===== config.mk =====
export PLATFORM = sky130hd
export DESIGN_NAME = seq_logic_shift_unit
export DESIGN_NICKNAME = d
export VERILOG_FILES = /design/src/rtl/logicalu_pkg.sv /design/src/rtl/logic_core.sv /design/src/rtl/seq_logic_shift_unit.sv
export SDC_FILE = /design/constraint.sdc
export NUM_CORES = 1
export LEC_CHECK = 0
export ABC_CLOCK_PERIOD_IN_PS = 2740
export CAP_MARGIN = 10
export CORE_MARGIN = 1
export CORE_UTILIZATION = 44
export CTS_CLUSTER_SIZE = 30
export DETAILED_ROUTE_END_ITERATION = 16
export GPL_ROUTABILITY_DRIVEN = 0
export PLACE_DENSITY = 0.81
export SETUP_SLACK_MARGIN = 0.2
export SLEW_MARGIN = 20
export SYNTH_ARGS = -nofsm -noshare
export SYNTH_HDL_FRONTEND = slang
export SYNTH_SLANG_ARGS = --single-unit

===== constraint.sdc =====
create_clock -name clk -period 2.74 [get_ports clk]
set_clock_uncertainty 0.1 [all_clocks]
set_input_delay 0.548 -clock clk [delete_from_list [all_inputs] [get_ports clk]]
set_output_delay 0.548 -clock clk [all_outputs]
set_load 0.005 [all_outputs]

===== src/rtl/logicalu_pkg.sv =====
// Shared opcodes, FSM encoding and helpers
// for the iterative logical/shift unit.
package logicalu_pkg;

  localparam logic [3:0] OP_LSR  = 4'b0000;
  localparam logic [3:0] OP_ASR  = 4'b0001;
  localparam logic [3:0] OP_MOVE = 4'b0010;
  localparam logic [3:0] OP_SWAP = 4'b0011;
  localparam logic [3:0] OP_NOT  = 4'b0100;
  localparam logic [3:0] OP_AND  = 4'b0101;
  localparam logic [3:0] OP_OR   = 4'b0110;
  localparam logic [3:0] OP_XOR  = 4'b0111;
  localparam logic [3:0] OP_LSL  = 4'b1000;
  localparam logic [3:0] OP_ROR  = 4'b1001;
  localparam logic [3:0] OP_ROL  = 4'b1010;

  typedef enum logic [1:0] {
    S_IDLE  = 2'd0,
    S_SHIFT = 2'd1,
    S_DONE  = 2'd2
  } state_e;

  function automatic logic is_shift(
    input logic [3:0] f
  );
    return (f == OP_LSR) || (f == OP_ASR) ||
           (f == OP_LSL) || (f == OP_ROR) ||
           (f == OP_ROL);
  endfunction

endpackage


===== src/rtl/logic_core.sv =====
// Single-cycle bitwise ops, half swap
// and illegal-opcode passthrough.
module logic_core
  import logicalu_pkg::*;
#(
  parameter int WIDTH = 32
) (
  input  logic [3:0]       func_i,
  input  logic [WIDTH-1:0] a_i,
  input  logic [WIDTH-1:0] b_i,
  output logic [WIDTH-1:0] res_o,
  output logic             illegal_o
);

  localparam int H = WIDTH / 2;

  // decode the non-shift opcodes
  always_comb begin
    res_o     = a_i;
    illegal_o = 1'b0;
    case (func_i)
      OP_MOVE: res_o = a_i;
      OP_SWAP: res_o = {a_i[H-1:0], a_i[WIDTH-1:H]};
      OP_NOT:  res_o = ~a_i;
      OP_AND:  res_o = a_i & b_i;
      OP_OR:   res_o = a_i | b_i;
      OP_XOR:  res_o = a_i ^ b_i;
      OP_LSR, OP_ASR, OP_LSL,
      OP_ROR, OP_ROL: res_o = a_i;
      default: illegal_o = 1'b1;
    endcase
  end

endmodule


===== src/rtl/seq_logic_shift_unit.sv =====
// Multi-cycle logical/shift unit: one bit
// per cycle shifter behind valid/ready.
module seq_logic_shift_unit
  import logicalu_pkg::*;
#(
  parameter int WIDTH = 32,
  parameter int AMT_W = $clog2(WIDTH)
) (
  input  logic             clk,
  input  logic             reset,
  input  logic             in_valid,
  output logic             in_ready,
  input  logic [3:0]       func,
  input  logic [WIDTH-1:0] leftOp,
  input  logic [WIDTH-1:0] rightOp,
  input  logic [AMT_W-1:0] amt,
  output logic             out_valid,
  input  logic             out_ready,
  output logic [WIDTH-1:0] logicOut,
  output logic             flag_z,
  output logic             flag_n,
  output logic             flag_c,
  output logic             illegal
);

  state_e           state_q, state_d;
  logic [3:0]       func_q, func_d;
  logic [WIDTH-1:0] res_q, res_d;
  logic [AMT_W-1:0] cnt_q, cnt_d;
  logic             c_q, c_d;
  logic             z_q, z_d;
  logic             n_q, n_d;
  logic             ill_q, ill_d;

  logic [WIDTH-1:0] core_res;
  logic             core_ill;
  logic [WIDTH-1:0] step_val;
  logic             step_bit;

  logic_core #(.WIDTH(WIDTH)) u_core (
    .func_i    (func),
    .a_i       (leftOp),
    .b_i       (rightOp),
    .res_o     (core_res),
    .illegal_o (core_ill)
  );

  // one-position move of the working register
  always_comb begin
    step_val = {1'b0, res_q[WIDTH-1:1]};
    step_bit = res_q[0];
    case (func_q)
      OP_ASR: begin
        step_val = {res_q[WIDTH-1], res_q[WIDTH-1:1]};
        step_bit = res_q[0];
      end
      OP_LSL: begin
        step_val = {res_q[WIDTH-2:0], 1'b0};
        step_bit = res_q[WIDTH-1];
      end
      OP_ROR: begin
        step_val = {res_q[0], res_q[WIDTH-1:1]};
        step_bit = res_q[0];
      end
      OP_ROL: begin
        step_val = {res_q[WIDTH-2:0], res_q[WIDTH-1]};
        step_bit = res_q[WIDTH-1];
      end
      default: begin
        step_val = {1'b0, res_q[WIDTH-1:1]};
        step_bit = res_q[0];
      end
    endcase
  end

  // next-state, datapath and flag updates
  always_comb begin
    state_d = state_q;
    func_d  = func_q;
    res_d   = res_q;
    cnt_d   = cnt_q;
    c_d     = c_q;
    z_d     = z_q;
    n_d     = n_q;
    ill_d   = ill_q;
    case (state_q)
      S_IDLE: begin
        if (in_valid) begin
          func_d = func;
          c_d    = 1'b0;
          if (is_shift(func)) begin
            res_d = leftOp;
            ill_d = 1'b0;
            if (amt == '0) begin
              z_d     = ~|leftOp;
              n_d     = leftOp[WIDTH-1];
              state_d = S_DONE;
            end else begin
              cnt_d   = amt;
              state_d = S_SHIFT;
            end
          end else begin
            res_d   = core_res;
            ill_d   = core_ill;
            z_d     = ~|core_res;
            n_d     = core_res[WIDTH-1];
            state_d = S_DONE;
          end
        end
      end
      S_SHIFT: begin
        res_d = step_val;
        c_d   = step_bit;
        cnt_d = cnt_q - AMT_W'(1);
        if (cnt_q == AMT_W'(1)) begin
          z_d     = ~|step_val;
          n_d     = step_val[WIDTH-1];
          state_d = S_DONE;
        end
      end
      S_DONE: begin
        if (out_ready) state_d = S_IDLE;
      end
      default: state_d = S_IDLE;
    endcase
  end

  // state register with synchronous reset
  always_ff @(posedge clk) begin
    if (reset) begin
      state_q <= S_IDLE;
      func_q  <= '0;
      res_q   <= '0;
      cnt_q   <= '0;
      c_q     <= 1'b0;
      z_q     <= 1'b0;
      n_q     <= 1'b0;
      ill_q   <= 1'b0;
    end else begin
      state_q <= state_d;
      func_q  <= func_d;
      res_q   <= res_d;
      cnt_q   <= cnt_d;
      c_q     <= c_d;
      z_q     <= z_d;
      n_q     <= n_d;
      ill_q   <= ill_d;
    end
  end

  assign in_ready  = (state_q == S_IDLE);
  assign out_valid = (state_q == S_DONE);
  assign logicOut  = res_q;
  assign flag_z    = z_q;
  assign flag_n    = n_q;
  assign flag_c    = c_q;
  assign illegal   = ill_q;

endmodule

==> Yosys cells after proc, flatten, opt, wreduce, memory -nomap -nowiden <==
Cells that the tools add are included.
{ "op_classes": {"add_sub_neg": 1, "eq_ne": 23, "muxes": 30, "bitwise_logic": 4, "reduce_logical": 21} }
{ "ops": {"columns": ["cell", "n"], "rows": [
  ["$pmux 32 s5", 1],
  ["$pmux 32 s4", 1],
  ["$reduce_or 32->1", 3],
  ["$mux 32", 2],
  ["$pmux 32 s2", 1],
  ["$and 32x32->32", 1],
  ["$not 32->32", 1],
  ["$or 32x32->32", 1],
  ["$xor 32x32->32", 1],
  ["$eq 4x4->1 const B", 6],
  ["$eq 4x3->1 const B", 4],
  ["$mux 5", 3],
  ["$mux 1", 12],
  ["$reduce_or 11->1", 1],
  ["$mux 2", 5],
  ["$pmux 5 s2", 1],
  ["$eq 4x1->1 const B", 2],
  ["$eq 4x2->1 const B", 2],
  ["$reduce_and 4->1", 2],
  ["$ne 2x2->1 const B", 3],
  ["$pmux 1 s2", 3],
  ["$pmux 2 s3", 1],
  ["$eq 5x1->1 const B", 1],
  ["$logic_not 5->1", 1],
  ["other kinds (13)", 20]
]} }
{ "totals": {"regBits": 47} }

==> Longest topological paths before layout <==
{ "depth": {"depth_word": 8, "depth_mapped": 11, "mapped_depth_nobuf": 10} }

==> By module <==
From an unflattened synthesis, not the netlist that was laid out.
{ "unflattened": {"hier_cells": 657, "area_unflattened_um2": 5549.1} }
{ "modules_own_cells": {"columns": ["module", "n_inst", "cells_per_inst", "area_per_inst_um2"], "rows": [
  ["seq_logic_shift_unit", 1, 351, 3012.9],
  ["logic_core", 1, 306, 2536.2]
]} }

==> Worst setup path before layout <==
OpenSTA, ideal clock, no wires.
{ "synth_timing": {"kind": "in2reg", "from": "in leftOp[17]", "to": "reg z_q, in the netlist flag_z", "arrival_time_ns": 2.134, "slack_ns": 0.428, "cell_stages": 8, "n_path_buf": 0, "path_cell_list": "inv_1 ha_1 mux2_4 a221o_1 a22o_1 nor4_2 a311oi_1 nor3_1"} }
{ "synth_via": {"elab_chain_cells": 7} }
{ "synth_rtl": {"columns": ["item", "line_no", "source"], "rows": [
  ["start, declared", "seq_logic_shift_unit.sv:14", "input logic [WIDTH-1:0] leftOp,"],
  ["$xor 32x32->32 (tied with other cells)", "logic_core.sv:27", "OP_XOR: res_o = a_i ^ b_i;"],
  ["$pmux 32 s5", "logic_core.sv:21", "case (func_i)"],
  ["$reduce_or 32->1", "seq_logic_shift_unit.sv:105", "z_d = ~|core_res;"],
  ["$logic_not 1->1", "seq_logic_shift_unit.sv:105", null],
  ["$mux 1 (*)", "seq_logic_shift_unit.sv:91", "if (is_shift(func)) begin"],
  ["$mux 1 (*)", "seq_logic_shift_unit.sv:88", "if (in_valid) begin"],
  ["$pmux 1 s2 (*)", "seq_logic_shift_unit.sv:86", "case (state_q)"],
  ["end signal, assigned", "seq_logic_shift_unit.sv:145", "z_q <= z_d;"],
  ["end, declared", "seq_logic_shift_unit.sv:31", "logic z_q, z_d;"]
]} }
Every way passes the cells marked *; elsewhere a longest branch is shown, timed or not. The select of a mux whose other input is x is not followed.
A chain may end at the register's enable or synchronous reset.

==> Worst setup path after layout <==
{ "layout_timing": {"from": "in func[0]", "to": "reg z_q, in the netlist flag_z"} }
{ "layout_via": {"elab_chain_cells": 8} }
{ "layout_rtl": {"columns": ["item", "line_no", "source"], "rows": [
  ["start, declared", "seq_logic_shift_unit.sv:13", "input logic [3:0] func,"],
  ["branches (longest 8 deep; another with $pmux 32 s5)", null, null]
]} }
Parallel ways; which one is timed is not known. The select of a mux whose other input is x is not followed.

==> flow_summary.yaml <==
status:
  status: "complete, no violations"
yosys:
  synth_edf_count: 0
  yosys-top-cells-area: "dfxtp_1, ha_1, a21oi_1"
  synth_top_area_cell: "dfxtp_1"
  syn_avg_cell_area_um2: 7.06
  synth-seq-cells: 47
  syn-num-nets: 917
  yosysSeqAreaShare: 0.172
  synthCells: 774
  synthArstFlopShare: 0
  yosys_warnings: 0
  yosysTopAreaCellShare: 0.172
  synth-main-ff-cell: "dfxtp_1"
  netlist_area_mm2: 0.00547
  synthDistinctLibCells: 59
global_routing:
  grt_pass1_wl_mm: 31.6
  grt_usage: 0.305
  grt_max_degree: 48
  grt_overflow: 0
  grt_pass1_vias: 6397
  antenna_found_initial: 0
sta:
  relSlewSlack: 0.613
  drv_slew: 0
  hold_viol_final: 0
  post-route-period-util: 0.915
  fmax_ghz: 0.399
  grt_setup_unrepaired: "true"
  finalWorstPathRequiredPeriod_ps: 2510
  finalSetupViolations: 0
  postLayoutSetupSlackWorst_ps: 232
  worst_slew_pin_slew_ps: 576
worst_setup_path:
  cp.required_ps: 2860
  crit_fanout: 13
  path_cells: "clkdlybuf4s15_2 -> bufbuf_16 -> and3b_1 -> buf_12 -> a221o_1 -> a22o_1 -> nor4_4 -> a311oi_2 -> nor3_1"
  critPathLaunchType: "primary input"
  cp-end-kind: "flip-flop"
  slowest_stage: "a221o_1"
  arrival_ps: 2630
  setup.worst_path.class: "primary input to flip-flop"
  max_stage_delay_ps: 380
cells_and_area:
  syn_to_final_growth_pct: 49.7
  n_antenna_cell: 0
  design_area_mm2: 0.00818
  fin_nets: 1132
  drive_above_1_share: 0.234
drt:
  ant_nets: 0
  wire_per_inst_um: 17.9
  firstDrtPassIters: 6
  dr_wl_met2_mm: 9.68
  drt_iter0_markers: 1050
  top_layer_used: "met4"
  drt-met1-wl_mm: 8.11
  vias: 7007
  vias_per_cell: 6.05
  wl_mm: 20.8
  met3_wirelength_mm: 1.89
  drc: 0
min_path:
  hold_path.class: "flip-flop to flip-flop"
placed_design:
  placed_area_mm2: 0.00762
  dp_slack_ps: -248
  portBuffers: 114
  dp_hpwl_mm: 14.6
power_and_ir_drop:
  ir_worst_vdd_mv: 0.295
  p_leak_nw: 3.75
  total_power_w: 0.00302
  p_per_area_mw_per_mm2: 369
cts:
  cts_sinks: 47
  htree_levels: 2
  cts_tree: "built"
  clk_pin_slew_worst_paths_ps: 60
  ctsLongestPathBuffers: 2
  cts_buffers: 5
  clk_latency_ps: 290
  cts-root-buf: "clkbuf_16"
floorplan:
  core_mm2: 0.0121
  die_area_mm2: 0.0129
  die_y_um: 113
  initial_utilization: 0.453
  dieWidth_um: 113
  num_rows: 40
  pin_count: 115
job:
  cap_violations: 0
## layout make-up
class	instances	area (µm²)
multi-input combinational	596	4170
fill	903	3880
timing repair buffer	267	2410
sequential	47	941
inverter	72	270
tap	168	210
clock buffer	6	139
clock inverter	2	35.0
## critical path, delay by kind of cell
kind	cells	cell delay [ps]
compound gates	3	790
buf+inv	3	660
simple gates	3	620
## state kept, by name, indices dropped and copies added, names as in the netlist
signal    count
cnt_q         5
flag_c        1
flag_n        1
flag_z        1
func_q        4
illegal       1
logicOut     32
state_q       2
## metrics by stage
step                hold slack [ps]  utilization  TNS, ps  std cells
floorplan                       355            -        0        774
global placement                382        0.632     -201       1134
detailed placement              390        0.632     -323       1134
CTS                             405        0.662        0       1151
global route                    439        0.678        0       1158
finish                          406        0.678        0       1158
## path summary, 6_finish.rpt
check                            startpoint      to  slack (ps)  cells past startpoint
worst max-delay path                func[0]  flag_z         230                      9
worst min register to register       flag_n  flag_n         410                      2
worst min-delay path                 flag_n  flag_n         410                      2
worst max register to register  logicOut[1]  flag_z         450                      7
## report_power, final
group | switching, W | internal (W)
clock | 0.000268 | 0.000454
sequential | 0.000119 | 0.000760
combinational | 0.000702 | 0.000713
total | 0.00109 | 0.00193
## Yosys cell counts, drive strengths merged (21+ instances only)
cell type	n
clkbuf	25
nor2	41
o2bb2ai	23
mux2i	21
o22ai	30
nand2	113
inv	72
dfxtp	47
ha	66
a21oi	105
o21ai	43
buf	34
## routing by layer
metal,GRT usage,up-vias
li1,-,3188
met1,0.391,3237
met2,0.511,467
met3,0.0372,115
met4,0.137,0
met5,0,-
## placed cells by master, fill, tap and decap left out, types with 20 or more instances in the layout
cell and instances:
nor2_1 39, o21ai_0 36, mux2i_1 20, nand2_1 112, inv_1 69, buf_4 144
clkdlybuf4s50_1 76, dfxtp_1 47, a21oi_1 91, o22ai_1 20, ha_1 66
## cell families after synthesis
| family | synth area share |
|---|---|
| buffers and inverters | 0.108 |
| multiplexers | 0.0666 |
| flip-flops | 0.172 |
| AO/OA/AOI/OAI | 0.299 |
| AND/OR/NAND/NOR | 0.204 |
| adder cells (fa/ha/maj) | 0.151 |
## timing repair
action | in CTS | in global routing
hold buffers | 0 | 0
setup buffers | 8 | 7
resized for setup | 48 | 35
setup endpoints to repair | 1 | 2
pin swaps | 31 | 29
gates cloned | 1 | 0
(Power assumes the default switching activity.)
